[config.mk]
export PLATFORM = sky130hd
export DESIGN_NAME = writeback_buffer
export DESIGN_NICKNAME = d
export VERILOG_FILES = /design/src/rtl/writeback_buffer.sv
export SDC_FILE = /design/constraint.sdc
export NUM_CORES = 1
export LEC_CHECK = 0
export ABC_AREA = 0
export ABC_CLOCK_PERIOD_IN_PS = 2600
export CAP_MARGIN = 0
export CORE_ASPECT_RATIO = 1.5
export CORE_MARGIN = 8
export CORE_UTILIZATION = 45
export CTS_BUF_LIST = sky130_fd_sc_hd__clkbuf_8
export DETAILED_ROUTE_END_ITERATION = 8
export GPL_TIMING_DRIVEN = 0
export PLACE_DENSITY_LB_ADDON = 0.05
export SLEW_MARGIN = 20
export SYNTH_ARGS = -nofsm -noshare
export SYNTH_HDL_FRONTEND = slang
export SYNTH_SLANG_ARGS = --single-unit
export TNS_END_PERCENT = 10
[constraint.sdc]
create_clock -name clock -period 2.6 [get_ports clock]
set_clock_uncertainty 0.1 [all_clocks]
set_input_delay 0.52 -clock clock [delete_from_list [all_inputs] [get_ports clock]]
set_output_delay 0.52 -clock clock [all_outputs]
set_load 0.1 [all_outputs]
[src/rtl/writeback_buffer.sv]
// In-order write-back FIFO feeding a registered register-bank write port, with read-operand forwarding.
// Latency: 2 edges minimum from push to RegWrite strobe (push edge, then pop edge into the output register).
// Backpressure: in_ready = !full; stall_wb holds the drain while pushes continue until full.
module writeback_buffer #(
    parameter int DEPTH  = 4,
    parameter int DATA_W = 16,
    parameter int ADDR_W = 3
) (
    input  logic                     clock,
    input  logic                     reset_n,
    input  logic                     in_valid,
    output logic                     in_ready,
    input  logic [ADDR_W-1:0]        in_addr,
    input  logic [DATA_W-1:0]        in_data,
    input  logic                     stall_wb,
    output logic                     RegWrite,
    output logic [ADDR_W-1:0]        reg3,
    output logic [DATA_W-1:0]        dataToWrite,
    input  logic [ADDR_W-1:0]        fwd_addr1,
    input  logic [ADDR_W-1:0]        fwd_addr2,
    output logic                     fwd_hit1,
    output logic                     fwd_hit2,
    output logic [DATA_W-1:0]        fwd_data1,
    output logic [DATA_W-1:0]        fwd_data2,
    output logic [$clog2(DEPTH):0]   count,
    output logic                     full,
    output logic                     empty
);
    localparam int PTR_W = $clog2(DEPTH);
    localparam int CNT_W = PTR_W + 1;

    typedef struct packed {
        logic [ADDR_W-1:0] addr;
        logic [DATA_W-1:0] data;
    } entry_t;

    entry_t           mem [DEPTH];
    logic [PTR_W-1:0] wr_ptr;
    logic [PTR_W-1:0] rd_ptr;
    logic [CNT_W-1:0] cnt_q;
    logic             push;
    logic             pop;
    logic [PTR_W-1:0] idx;

    assign count    = cnt_q;
    assign full     = (cnt_q == CNT_W'(DEPTH));
    assign empty    = (cnt_q == '0);
    assign in_ready = !full;
    assign push     = in_valid && in_ready;
    assign pop      = !empty && !stall_wb;

    always_ff @(posedge clock) begin
        if (!reset_n) begin
            wr_ptr      <= '0;
            rd_ptr      <= '0;
            cnt_q       <= '0;
            RegWrite    <= 1'b0;
            reg3        <= '0;
            dataToWrite <= '0;
        end else begin
            if (push) begin
                wr_ptr <= wr_ptr + PTR_W'(1);
            end
            if (pop) begin
                rd_ptr      <= rd_ptr + PTR_W'(1);
                RegWrite    <= 1'b1;
                reg3        <= mem[rd_ptr].addr;
                dataToWrite <= mem[rd_ptr].data;
            end else begin
                RegWrite    <= 1'b0;
            end
            case ({push, pop})
                2'b10:   cnt_q <= cnt_q + CNT_W'(1);
                2'b01:   cnt_q <= cnt_q - CNT_W'(1);
                default: cnt_q <= cnt_q;
            endcase
        end
    end

    // Storage needs no reset: pointers and count define which slots are live.
    always_ff @(posedge clock) begin
        if (reset_n && push) begin
            mem[wr_ptr] <= '{addr: in_addr, data: in_data};
        end
    end

    // Scan oldest-to-youngest so later matches override earlier ones; the
    // output register is the oldest write of all.
    always_comb begin
        fwd_hit1  = 1'b0;
        fwd_data1 = '0;
        fwd_hit2  = 1'b0;
        fwd_data2 = '0;
        idx       = rd_ptr;
        if (RegWrite && reg3 == fwd_addr1) begin
            fwd_hit1  = 1'b1;
            fwd_data1 = dataToWrite;
        end
        if (RegWrite && reg3 == fwd_addr2) begin
            fwd_hit2  = 1'b1;
            fwd_data2 = dataToWrite;
        end
        for (int k = 0; k < DEPTH; k++) begin
            idx = rd_ptr + PTR_W'(k);
            if (CNT_W'(k) < cnt_q) begin
                if (mem[idx].addr == fwd_addr1) begin
                    fwd_hit1  = 1'b1;
                    fwd_data1 = mem[idx].data;
                end
                if (mem[idx].addr == fwd_addr2) begin
                    fwd_hit2  = 1'b1;
                    fwd_data2 = mem[idx].data;
                end
            end
        end
    end
endmodule

== Word-level counts from Yosys, hierarchy flattened ==
Memories as Yosys holds them, arrays and structs flattened. A register that Yosys moved wholly into a read port is not among the register bits.
Index checks and enable logic that the tools add are counted.

* Register bits after elaboration: 27
* Logic and storage cells: 82
* Bits of input ports: 29
* Memories: 1
* Bits in writable memories: 76
* Output and inout port bits: 60

* Multiplexer cells: 42
* Add/subtract/negate cells: 6
* Reduce and logical (&&, ||, !) cells: 10
* Order comparisons: 4
* Eq/ne operators: 13

{| class="wikitable"
|+ Memories
! memory !! depth !! bits a word !! rd ports !! clocked after memory_dff !! write ports !! line !! text
|-
| mem || 4 || 19 || 4 || 1 || 1 || 37 || <nowiki>entry_t mem [DEPTH];</nowiki>
|}

{| class="wikitable"
|+ Operator list
! kind !! number
|-
| $mux 16 || 18
|-
| $eq 3x3->1 || 10
|-
| $mux 1 || 21
|-
| $lt 1x3->1 const A || 2
|-
| $lt 2x3->1 const A || 2
|-
| $pmux 3 s2 || 1
|-
| $logic_and 1x1->1 || 5
|-
| $add 2x1->2 const B || 2
|-
| $add 2x2->2 const B || 2
|-
| $mux 2 || 2
|-
| $add 3x1->3 const B || 1
|-
| $eq 3x3->1 const B || 1
|-
| $logic_not 1->1 || 3
|-
| $logic_not 3->1 || 1
|-
| $sub 3x1->3 const B || 1
|-
| $eq 2x1->1 const B || 1
|-
| $eq 2x2->1 const B || 1
|-
| $reduce_bool 2->1 || 1
|}

== Depth between registers and ports, before layout ==
Gate-level depths: netlist (run 1).

* Depth after elaboration: 11
* Depth in mapped cells: 11
* Gate-level depth less buffers: 9

== Least setup slack after synthesis (run 1) ==
OpenSTA, ideal clock, no wires.

* Path type: reg2out
* Start: register cnt_q[1], in the netlist count[1]
* End: output fwd_data1[10]
* Data arrival time: 3.842 ns
* Buffers on the path: 2
* Stages on the path, launching flop included: 9
* Path slack: -1.862 ns
* Required time: 1.980 ns
* Cell sequence: dfxtp_1 -> inv_1 -> ha_1 -> o21bai_1 -> nand4_1 -> or3b_1 -> buf_2 -> buf_6 -> o221ai_1

* Cells in the longest elaborated chain, start to end: 8
* Elaborated cells on any way between the ends: 11
* Classes of those cells: 4 x order compare; 7 x mux

{| class="wikitable"
|+ Ends and longest elaborated chain
! item !! line !! text
|-
| from (decl) || 40 || <nowiki>logic [CNT_W-1:0] cnt_q;</nowiki>
|-
| from (signal assigned) || 73 || <nowiki>2'b10: cnt_q <= cnt_q + CNT_W'(1);</nowiki>
|-
| from (signal assigned) || 74 || <nowiki>2'b01: cnt_q <= cnt_q - CNT_W'(1);</nowiki>
|-
| from (signal assigned) || 75 || <nowiki>default: cnt_q <= cnt_q;</nowiki>
|-
| $lt 1x3->1 || 105 || <nowiki>if (CNT_W'(k) < cnt_q) begin</nowiki>
|-
| $mux 16 || 105 ||
|-
| $mux 16 || 106 || <nowiki>if (mem[idx].addr == fwd_addr1) begin</nowiki>
|-
| $mux 16 || 105 ||
|-
| $mux 16 || 106 ||
|-
| $mux 16 || 105 ||
|-
| $mux 16 || 106 ||
|-
| $mux 16 (*) || 105 ||
|-
| to (decl) || 23 || <nowiki>output logic [DATA_W-1:0] fwd_data1,</nowiki>
|}

Mark *: on every way between the ends. The rest lies on a longest branch, timed or not.

== Worst setup path in the final report (run 1) ==
* Start: register rd_ptr[0]
* End: output fwd_data1[5]

* Cells in the longest elaborated chain, start to end: 9
* Elaborated cells on any way between the ends: 13
* Classes of those cells: 3 x add/sub; 3 x eq/ne; 6 x mux; 1 x memory

{| class="wikitable"
|+ Ends and longest elaborated chain
! item !! line !! text
|-
| from (decl) || 39 || <nowiki>logic [PTR_W-1:0] rd_ptr;</nowiki>
|-
| from (signal assigned) || 65 || <nowiki>rd_ptr <= rd_ptr + PTR_W'(1);</nowiki>
|-
| $add 2x1->2 || 104 || <nowiki>idx = rd_ptr + PTR_W'(k);</nowiki>
|-
| $mem_v2 4x19 (*) || - ||
|-
| $eq 3x3->1 || 106 ||
|-
| $mux 16 || 106 ||
|-
| $mux 16 || 105 ||
|-
| $mux 16 || 106 ||
|-
| $mux 16 || 105 ||
|-
| $mux 16 || 106 ||
|-
| $mux 16 (*) || 105 ||
|}

Marked as above.

==> results of run 1 <==
## sequential cells by signal, summed over array words and instances (netlist names), named ones only
name,cells
dataToWrite,16
rd_ptr,2
count,3
reg3,3
mem,76
RegWrite,1
wr_ptr,2
## per-layer routing
metal	global-route usage (%)	routed length, µm	vias up
met5	0	0	-
met1	22.58	8122	2867
li1	-	-	2674
met3	3.601	898	61
met4	15.38	1411	0
met2	48.03	14130	183
## worst paths after layout
path	slack, ns	cells past startpoint	end
min	0.40	2	dataToWrite[5]
max reg2reg	0.13	9	count[2]
max	-1.08	10	fwd_data1[5]
min reg2reg	0.40	2	dataToWrite[5]
## cell usage after synthesis
| master | instances | area, µm² |
|---|---|---|
| a21boi_0 | 20 | 150.1 |
| a21o_1 | 1 | 7.510 |
| a21oi_1 | 49 | 245.2 |
| and2_1 | 8 | 50.05 |
| and3_1 | 36 | 225.2 |
| and4_1 | 2 | 17.52 |
| and4_4 | 2 | 22.52 |
| buf_1 | 5 | 18.77 |
| buf_12 | 1 | 20.02 |
| buf_2 | 13 | 65.06 |
| buf_6 | 5 | 56.30 |
| clkbuf_1 | 32 | 120.1 |
| dfxtp_1 | 29 | 580.6 |
| edfxtp_1 | 76 | 2282 |
| ha_1 | 9 | 112.6 |
| inv_1 | 8 | 30.03 |
| mux2_2 | 17 | 191.4 |
| mux2i_1 | 63 | 630.6 |
| mux2i_4 | 1 | 22.52 |
| mux4_2 | 38 | 855.8 |
| nand2_1 | 75 | 281.5 |
| nand3_1 | 2 | 10.01 |
| nand3b_1 | 2 | 15.01 |
| nand4_1 | 6 | 37.54 |
| nor2_1 | 50 | 187.7 |
| nor2b_1 | 2 | 12.51 |
| nor3_1 | 2 | 10.01 |
| o21ai_0 | 18 | 90.09 |
| o21bai_1 | 1 | 7.510 |
| o221ai_1 | 32 | 280.3 |
| or2_2 | 1 | 6.260 |
| or3_1 | 4 | 25.02 |
| or3b_1 | 2 | 17.52 |
| xnor2_1 | 29 | 254.0 |
| xor2_1 | 6 | 52.55 |
## power breakdown
| part | leakage (nW) | internal [W] | total (W) | switching [W] |
|---|---|---|---|---|
| Sequential | 0.930 | 0.00199 | 0.00217 | 0.000177 |
| Combinational | 2.41 | 0.00261 | 0.00728 | 0.00466 |
| Clock | 0.0963 | 0.000369 | 0.00101 | 0.000643 |
| Total | 3.44 | 0.00498 | 0.0105 | 0.00548 |
## cells by family (layout without fill, tap and decap cells)
logic type      after synthesis  count (layout)  share of synthesized area, %
xor+xnor                     35              35                         4.384
flops                       105             105                         40.94
simple gates                194             194                         13.14
fa+ha+maj                     9               9                         1.611
buf+inv                      64             186                         4.438
compound gates              121             121                         11.17
mux                         119             119                         24.32
## repair_timing
item,4_1_cts,5_1_grt
setup buffers,14,10
resized for setup,386,50
setup endpoints to repair,44,47
pin swaps,12,22
cloned,2,2
## worst max-delay path: cells and delay by family (launching register included)
kind | cells | cell delay, ns
buffers and inverters | 5 | 0.80
multiplexers | 1 | 0.58
AND/OR/NAND/NOR | 2 | 0.56
flip-flops | 1 | 0.34
AO/OA/AOI/OAI | 1 | 0.22
XOR/XNOR | 1 | 0.18
## layout by cell type, fill, tap and decap left out, drive strengths merged, types with 4 or more instances in the layout
| cell | instances |
|---|---|
| clkdlybuf4s15 | 4 |
| xor2 | 6 |
| a21oi | 49 |
| a21boi | 20 |
| nand2 | 75 |
| dfxtp | 29 |
| nor2 | 50 |
| dlygate4sd2 | 4 |
| o221ai | 32 |
| ha | 9 |
| or3 | 4 |
| mux2 | 17 |
| inv | 11 |
| mux2i | 64 |
| and4 | 4 |
| mux4 | 38 |
| dlymetal6s2s | 12 |
| edfxtp | 76 |
| xnor2 | 29 |
| nand4 | 6 |
| buf | 80 |
| clkdlybuf4s50 | 29 |
| and2 | 8 |
| and3 | 36 |
| clkbuf | 41 |
| o21ai | 18 |
## through the flow
| step | power [W] | setup WS [ns] | std cells | TNS (ns) |
|---|---|---|---|---|
| 2_1_floorplan | 0.007023 | -0.8366 | 647 | -54.36 |
| 3_3_place_gp | 0.008506 | -1.877 | 932 | -93.23 |
| 3_5_place_dp | 0.008563 | -1.950 | 932 | -66.83 |
| 4_1_cts | 0.01028 | -1.068 | 961 | -34.31 |
| 5_1_grt | 0.01086 | -1.162 | 972 | -38.39 |
| 6_report | 0.01046 | -1.081 | 972 | -35.12 |
## layout make-up
cell class | instances | area, µm²
inverters | 8 | 36.28
clock inverters | 7 | 65.06
well taps | 203 | 254.0
fillers | 1244 | 5594
multi-input cells | 478 | 4577
repair buffers | 110 | 1499
flip-flops and latches | 105 | 2875
clock buffers | 9 | 123.9
plain buffers | 52 | 390.4
==> flow_metrics.tcl, run 1 <==
set metrics [dict create \
    outcome "finished, violations left" \
    failed_checks "setup timing" \
    period_minus_slack_ns 3.681 \
    hold_viol 0 \
    placed_area_um2 8700 \
    ios 89 \
    powerDensity_nw_per_um2 1065 \
    hp-start "dataToWrite[5]" \
    critPathMaxFanout 7 \
    cp_data_arrival_time_ns 3.06 \
    startpoint "rd_ptr[0]" \
    nets 802 \
    cap_viol_max_count 0 \
    fin_util_pct 63.71 \
    fp.dieW_um 117.8 \
    die_area_um2 19860 \
    slew_violations 0 \
    antenna_cells 0 \
    end_kind "output pin" \
    vias 5785 \
    cp_common_cell "buf_12" \
    setup_viol 34 \
    synthesis.area_um2 6992 \
    ys_types 35 \
    slew_headroom_pct 33.19 \
    timing.rr.start "count[1]" \
    hold_ws_ns 0.4025 \
    routed_wl_um 24560 \
    overflow 0 \
    io_buffers 82 \
    drive_gt1_share_pct 33.42 \
    worst_pin_slew_ns 1.000 \
    place.gp.congestion 0.9426 \
    first_iter_violations 404 \
    crit_type "register to output pin" \
    grt_pass1_wl_um 36430 \
    worst_slack_ns -1.081 \
    die_h_um 168.7 \
    track_usage_pct 24.27 \
    leakage_nw 3.437 \
    grt_max_degree 20 \
    cts_max_path_buffers 2 \
    synth_cells 647 \
    via_per_inst 5.952 \
    cp_cell_sequence "buf_6 > buf_12 > mux4_2 > xnor2_2 > nand4_1 > or3b_4 > buf_12 > clkbuf_16 > o221ai_4 > buf_12" \
    core_region_area_um2 15410 \
    clock_latency_ns 0.39 \
    rows 56 \
    final_cell_area_um2 9821 \
    rsz0062_at_grt "true" \
    firstDrtPassIters 5 \
    critPathSlowestCell "mux4_2" \
    cts_tree "yes" \
    clock-sinks 105 \
    peakVddDrop_v 0.001137 \
    drtAntennaViolNets 0 \
    dpl.hpwl_um 18360 \
    antenna_found_initial 0 \
    wl_per_cell_um 25.27 \
    startpoint_type "register" \
    clk_pin_slew_ns 0.11 \
    avgSynthCellArea_um2 10.81 \
    drc 0 \
    max_stage_delay_ns 0.58 \
    cts-htree-levels 3 \
    ys_warn_count 0 \
    cts_root_buf "clkbuf_8" \
    area_growth_pct 40.46 \
    critPathRequiredTime_ns 1.98 \
    fmax_ghz 0.2717 \
    hold_buffers 0 \
    yosysSeqAreaShare_pct 40.94 \
    cts_buffers 9 \
    syn_nets 685 \
    ys_ff_latch 105 \
    period_share_pct 141.6 \
    hold_path.class "register to register" \
    grt_pass1_vias 6252 \
    start_util_pct 45.36 \
]
No activity file was read; power rests on OpenSTA's default activity.
==> inputs of run 2 (changes only) <==
--- a/config.mk
+++ b/config.mk
@@ -13,6 +13,7 @@
 export CORE_UTILIZATION = 45
 export CTS_BUF_LIST = sky130_fd_sc_hd__clkbuf_8
 export DETAILED_ROUTE_END_ITERATION = 8
+export DONT_BUFFER_PORTS = 1
 export GPL_TIMING_DRIVEN = 0
 export PLACE_DENSITY_LB_ADDON = 0.05
 export SLEW_MARGIN = 20
==> run 2 against run 1 <==
  * The run still ends with setup timing left
  * Fmax is 4.8% lower
  * Sequential power is 35% higher
  * Combinational power is 25% lower
  * Utilization is 8.6 points lower
  * Largest power group unchanged
  * Highest routed layer unchanged
==> flow_metrics.tcl, run 2 (synthesized netlist as in run 1, its figures left out) <==
set metrics [dict create \
    clockPowerShare_pct 10.3 \
    rows 56 \
    wl_per_cell_um 25.99 \
    cts_buffers 9 \
    critPathRequiredTime_ns 1.98 \
    grt_pass1_vias 5594 \
    leakage_nw 2.685 \
    die_area_um2 19860 \
    powerDensity_nw_per_um2 1099 \
    grt_max_degree 20 \
    startpoint_type "register" \
    seq_power_share_pct 31.3 \
    cts-htree-levels 3 \
    antenna_cells 0 \
    outcome "finished, violations left" \
    largest_register_ffs 76 \
    max_stage_delay_ns 0.63 \
    hold_viol 0 \
    groute.layer.met1.usage_pct 21.72 \
    die_h_um 168.7 \
    setup_tns_ns -41.08 \
    cts_max_path_buffers 2 \
    cts_root_buf "clkbuf_8" \
    routed_wl_um 22970 \
    clock-sinks 105 \
    io_buffers 0 \
    p_sw_w 0.005202 \
    slew_violations 0 \
    period_minus_slack_ns 3.867 \
    drc 0 \
    overflow 0 \
    dpl.hpwl_um 18070 \
    timing.rr.start "count[1]" \
    failed_checks "setup timing" \
    startpoint "rd_ptr[0]" \
    setup_viol 36 \
    hold_path.class "input port to register" \
    total_power_w 0.009337 \
    nets 714 \
    cp_data_arrival_time_ns 3.25 \
    slew_headroom_pct 30.22 \
    core_region_area_um2 15410 \
    track_usage_pct 23.21 \
    hold_buffers 0 \
    worst_pin_slew_ns 1.045 \
    vias 5423 \
    grt_pass1_wl_um 34350 \
    grt_busiest_layer "met2" \
    top_regs "mem (76), dataToWrite (16)" \
    start_util_pct 45.36 \
    switching_share_pct 55.72 \
    internal_power_w 0.004134 \
    drtAntennaViolNets 0 \
    firstDrtPassIters 5 \
    final_common_cell "edfxtp_1" \
    power_frac_comb_pct 58.4 \
    via_per_inst 6.135 \
    crit_type "register to output pin" \
    antenna_found_initial 0 \
    place.gp.congestion 0.8779 \
    critPathSlowestCell "o221ai_4" \
    peakVddDrop_v 0.001097 \
    clock_latency_ns 0.40 \
    cp_cell_sequence "buf_6 > buf_12 > mux4_2 > xnor2_2 > nand4_1 > or3b_4 > clkbuf_16 > o221ai_4" \
    rsz0062_at_grt "true" \
    area_growth_pct 21.56 \
    period_share_pct 148.7 \
    clk_pin_slew_ns 0.10 \
    cts_tree "yes" \
    top_register "mem" \
    most-common-layout-cells "76 x edfxtp_1, 74 x nand2_1, 58 x mux2i_1" \
    fp.dieW_um 117.8 \
    worst_slack_ns -1.267 \
    hp-start "in_data[3]" \
    critPathMaxFanout 7 \
    ios 89 \
    fmax_ghz 0.2586 \
    drive_gt1_share_pct 28.93 \
    grt_util_met2_pct 46.86 \
    met3_usage_pct 3.935 \
    cap_viol_max_count 0 \
    regToRegSetupSlack_ns -0.22 \
    end_kind "output pin" \
    first_iter_violations 349 \
]
-- run 2: cell count changes in the layout (fill, tap and decap cells not counted), sizes merged --
cell,before,now
inv,11,10
clkdlybuf4s15,4,0
dlymetal6s2s,12,0
clkdlybuf4s50,29,0
clkinv,2,3
bufbuf,1,0
dlygate4sd2,4,0
buf,80,42
-- run 2: worst max-delay path: cells and delay by family, from the launching register on --
kind                      cells  cell delay [ns]
DFF                           1             0.34
and+or+nand+nor               2             0.59
xor gates and xnor gates      1             0.18
AOI/OAI and AO/OA             1             0.63
muxes                         1             0.60
buffers and inverters         3             0.48
-- run 2: per-stage QoR --
stage                     instances  setup slack [ns]  hold WS [ns]  cell area, µm²  utilization (%)
final                           884            -1.267        0.1107            8499            55.14
after floorplan                 647           -0.8366        0.5189            7620                -
after CTS                       878            -1.279       0.09601            8383            54.38
after detailed placement        851            -1.244        0.5191            7893            51.20
after global routing            884            -1.335       0.08994            8499            55.14
after global placement          850            -1.199        0.5191            7874            51.08
-- run 2: final timing paths --
path,end,depth (start not counted)
hold / removal,mem[0][3],0
setup / recovery,fwd_data1[14],8
setup reg to reg,count[2],10
hold reg to reg,wr_ptr[1],4
-- run 2: layout make-up --
type,instances,area (µm²)
buffer,51,327.8
clock buffer,9,123.9
clock inverter,7,51.30
fill,1356,6915
inverter,8,42.54
multi-input combinational,478,4556
sequential,105,2882
tap,203,254.0
timing repair buffer,23,262.8
-- run 2: what timing repair did --
action	in CTS	in global routing
setup endpoints to repair	140	39
gates resized for setup	66	25
buffers inserted	13	7
gates cloned	1	1
pin swaps	31	15
-- run 2: layer usage --
metal  routed length (µm)  vias up
met3                  843       45
li1                     -     2496
met2                13500      145
met5                    0        -
met1                 7447     2737
met4                 1186        0
-- run 2: power by group through the flow --
stage | combinational [W] | clock [W] | sequential, W
after CTS | 0.00540 | 0.000980 | 0.00292
after floorplan | 0.00417 | 0 | 0.00286
after global routing | 0.00573 | 0.00105 | 0.00295
after detailed placement | 0.00506 | 0 | 0.00293
after global placement | 0.00499 | 0 | 0.00292
final | 0.00545 | 0.000965 | 0.00292
==> inputs of run 3 (changes only) <==
--- a/config.mk
+++ b/config.mk
@@ -8,6 +8,8 @@
 export ABC_AREA = 0
 export ABC_CLOCK_PERIOD_IN_PS = 2600
 export CAP_MARGIN = 0
+export CELL_PAD_IN_SITES_DETAIL_PLACEMENT = 1
+export CELL_PAD_IN_SITES_GLOBAL_PLACEMENT = 1
 export CORE_ASPECT_RATIO = 1.5
 export CORE_MARGIN = 8
 export CORE_UTILIZATION = 45
==> run 3 against run 2 <==
  * Via count increased by 2.0%
  * The flow still finishes with violations (setup timing)
  * Register-to-register slack improved by 0.02 ns
  * Critical path depth unchanged
==> flow_metrics.tcl, run 3 (synthesized netlist as in run 1, its figures left out) <==
set metrics [dict create \
    slew_violations 0 \
    dp_cells 850 \
    multi_input_area_um2 4547 \
    placed_area_um2 7879 \
    fp.dieW_um 117.8 \
    end_kind "output pin" \
    critPathBufInv 3 \
    place.gp.congestion 0.8833 \
    drc 0 \
    seq_area_um2 2885 \
    die_area_um2 19860 \
    peakVddDrop_v 0.001061 \
    final_common_cell "edfxtp_1" \
    core_region_area_um2 15410 \
    io_buffers 0 \
    wl_per_cell_um 28.56 \
    cts_tree "yes" \
    critPathCapture "fwd_data2[12]" \
    cts_max_path_buffers 2 \
    slew_headroom_pct 28.60 \
    fmax_ghz 0.2580 \
    hold_buffers 0 \
    first_iter_violations 284 \
    met3_usage_pct 4.435 \
    area_growth_pct 21.90 \
    dpl.hpwl_um 19080 \
    drtAntennaViolNets 0 \
    top_regs "mem (76), dataToWrite (16)" \
    fillers 1634 \
    rsz0062_at_grt "true" \
    most-common-layout-cells "76 x edfxtp_1, 74 x nand2_1, 54 x mux2i_1" \
    hold_path.class "input port to register" \
    cap_viol_max_count 0 \
    crit_type "register to output pin" \
    powerDensity_nw_per_um2 1119 \
    track_usage_pct 25.49 \
    reg2regPathDepth 10 \
    clk_pin_slew_ns 0.12 \
    critPathRequiredTime_ns 1.98 \
    regToRegSetupSlack_ns -0.20 \
    failed_checks "setup timing" \
    grt_max_degree 20 \
    rows 56 \
    antenna_cells 0 \
    overflow 0 \
    drive_gt1_share_pct 28.63 \
    cts_root_buf "clkbuf_8" \
    largest_register_ffs 76 \
    worst_slack_ns -1.276 \
    period_share_pct 149.1 \
    nets 714 \
    critPathMaxFanout 6 \
    worst_pin_slew_ns 1.070 \
    period_minus_slack_ns 3.876 \
    cts_buffers 9 \
    start_util_pct 45.36 \
    antenna_found_initial 0 \
    die_h_um 168.7 \
    grt_pass1_vias 6178 \
    timing.rr.start "count[0]" \
    critPathSlowestCell "o221ai_4" \
    hold_ws_ns 0.1135 \
    max_stage_delay_ns 0.64 \
    groute.layer.met1.usage_pct 23.25 \
    cp_top_family "compound AO/OA/AOI/OAI gates" \
    cp_data_arrival_time_ns 3.26 \
    grt_util_met2_pct 50.32 \
    firstDrtPassIters 4 \
    via_per_inst 6.260 \
    fin_cells 884 \
    routed_wl_um 25250 \
    setup_viol 36 \
    cp_cell_sequence "buf_6 > buf_12 > mux4_2 > xnor2_2 > nand4_1 > or3b_4 > clkbuf_16 > o221ai_4" \
    clock_latency_ns 0.39 \
    ios 89 \
    final_cell_area_um2 8523 \
    startpoint "rd_ptr[0]" \
    clock-sinks 105 \
    top_register "mem" \
    outcome "finished, violations left" \
    grt_pass1_wl_um 37850 \
    worst-path-stages 8 \
    startpoint_type "register" \
    grt_busiest_layer "met2" \
    cts-htree-levels 3 \
    leakage_nw 2.693 \
    hold_viol 0 \
    vias 5534 \
    r2r_end "count[2]" \
]
==> run 3: cell count changes in the layout (fill, tap and decap cells not counted), sizes merged <==
cell	before	now
inv	10	12
clkinv	3	1
buf	42	43
clkbuf	41	39
clkdlybuf4s15	0	1
==> run 3: worst min path at each step <==
stage | depth (start not counted) | endpoint | start | slack, ns
6_report | 0 | mem[1][7] | in_data[7] | 0.11
5_1_grt | 0 | mem[0][5] | in_data[5] | 0.08
4_1_cts | 0 | mem[1][7] | in_data[7] | 0.09
3_5_place_dp | 0 | mem[1][3] | in_data[3] | 0.52
3_3_place_gp | 0 | mem[1][7] | in_data[7] | 0.52
2_1_floorplan | 0 | mem[0][0] | in_data[0] | 0.52
==> run 3: routing by layer <==
metal / up-vias / routed length, µm
met1: 2846 / 8015
met3: 56 / 876
met4: 0 / 1574
li1: 2494 / -
met2: 138 / 14780
met5: - / 0
==> run 3: area by class of cell <==
cell class	instances	share of cell area (%)
Multi-Input combinational cell	478	53.35
Inverter	8	0.4551
Buffer	52	4.375
Tap cell	203	2.980
Clock buffer	9	1.453
Sequential cell	105	33.85
Timing Repair Buffer	22	2.775
Clock inverter	7	0.7634
==> run 3: timing repair <==
| action | CTS | global route |
|---|---|---|
| gates resized for setup | 76 | 18 |
| buffers inserted | 19 | 1 |
| gates cloned | 1 | 1 |
| setup endpoints to repair | 140 | 125 |
| pin swaps | 30 | 14 |
==> run 3: power breakdown <==
part	switching, W	total [W]	leakage, nW	internal, W
logic	0.00377	0.00557	1.66	0.00181
registers	0.000932	0.00293	0.932	0.00200
clock network	0.000660	0.00103	0.0967	0.000371
total	0.00536	0.00953	2.69	0.00417
==> run 3: through the flow <==
step                setup TNS (ns)  utilization, %  setup WS, ns  power [W]
floorplan                   -54.36               -       -0.8366   0.007023
global placement           -119.59           51.08        -1.187   0.007964
detailed placement          -99.89           51.11        -1.283   0.008070
CTS                         -42.01           54.84        -1.291   0.009505
global route                -48.55           55.29        -1.341   0.009893
finish                      -41.51           55.29        -1.276   0.009534
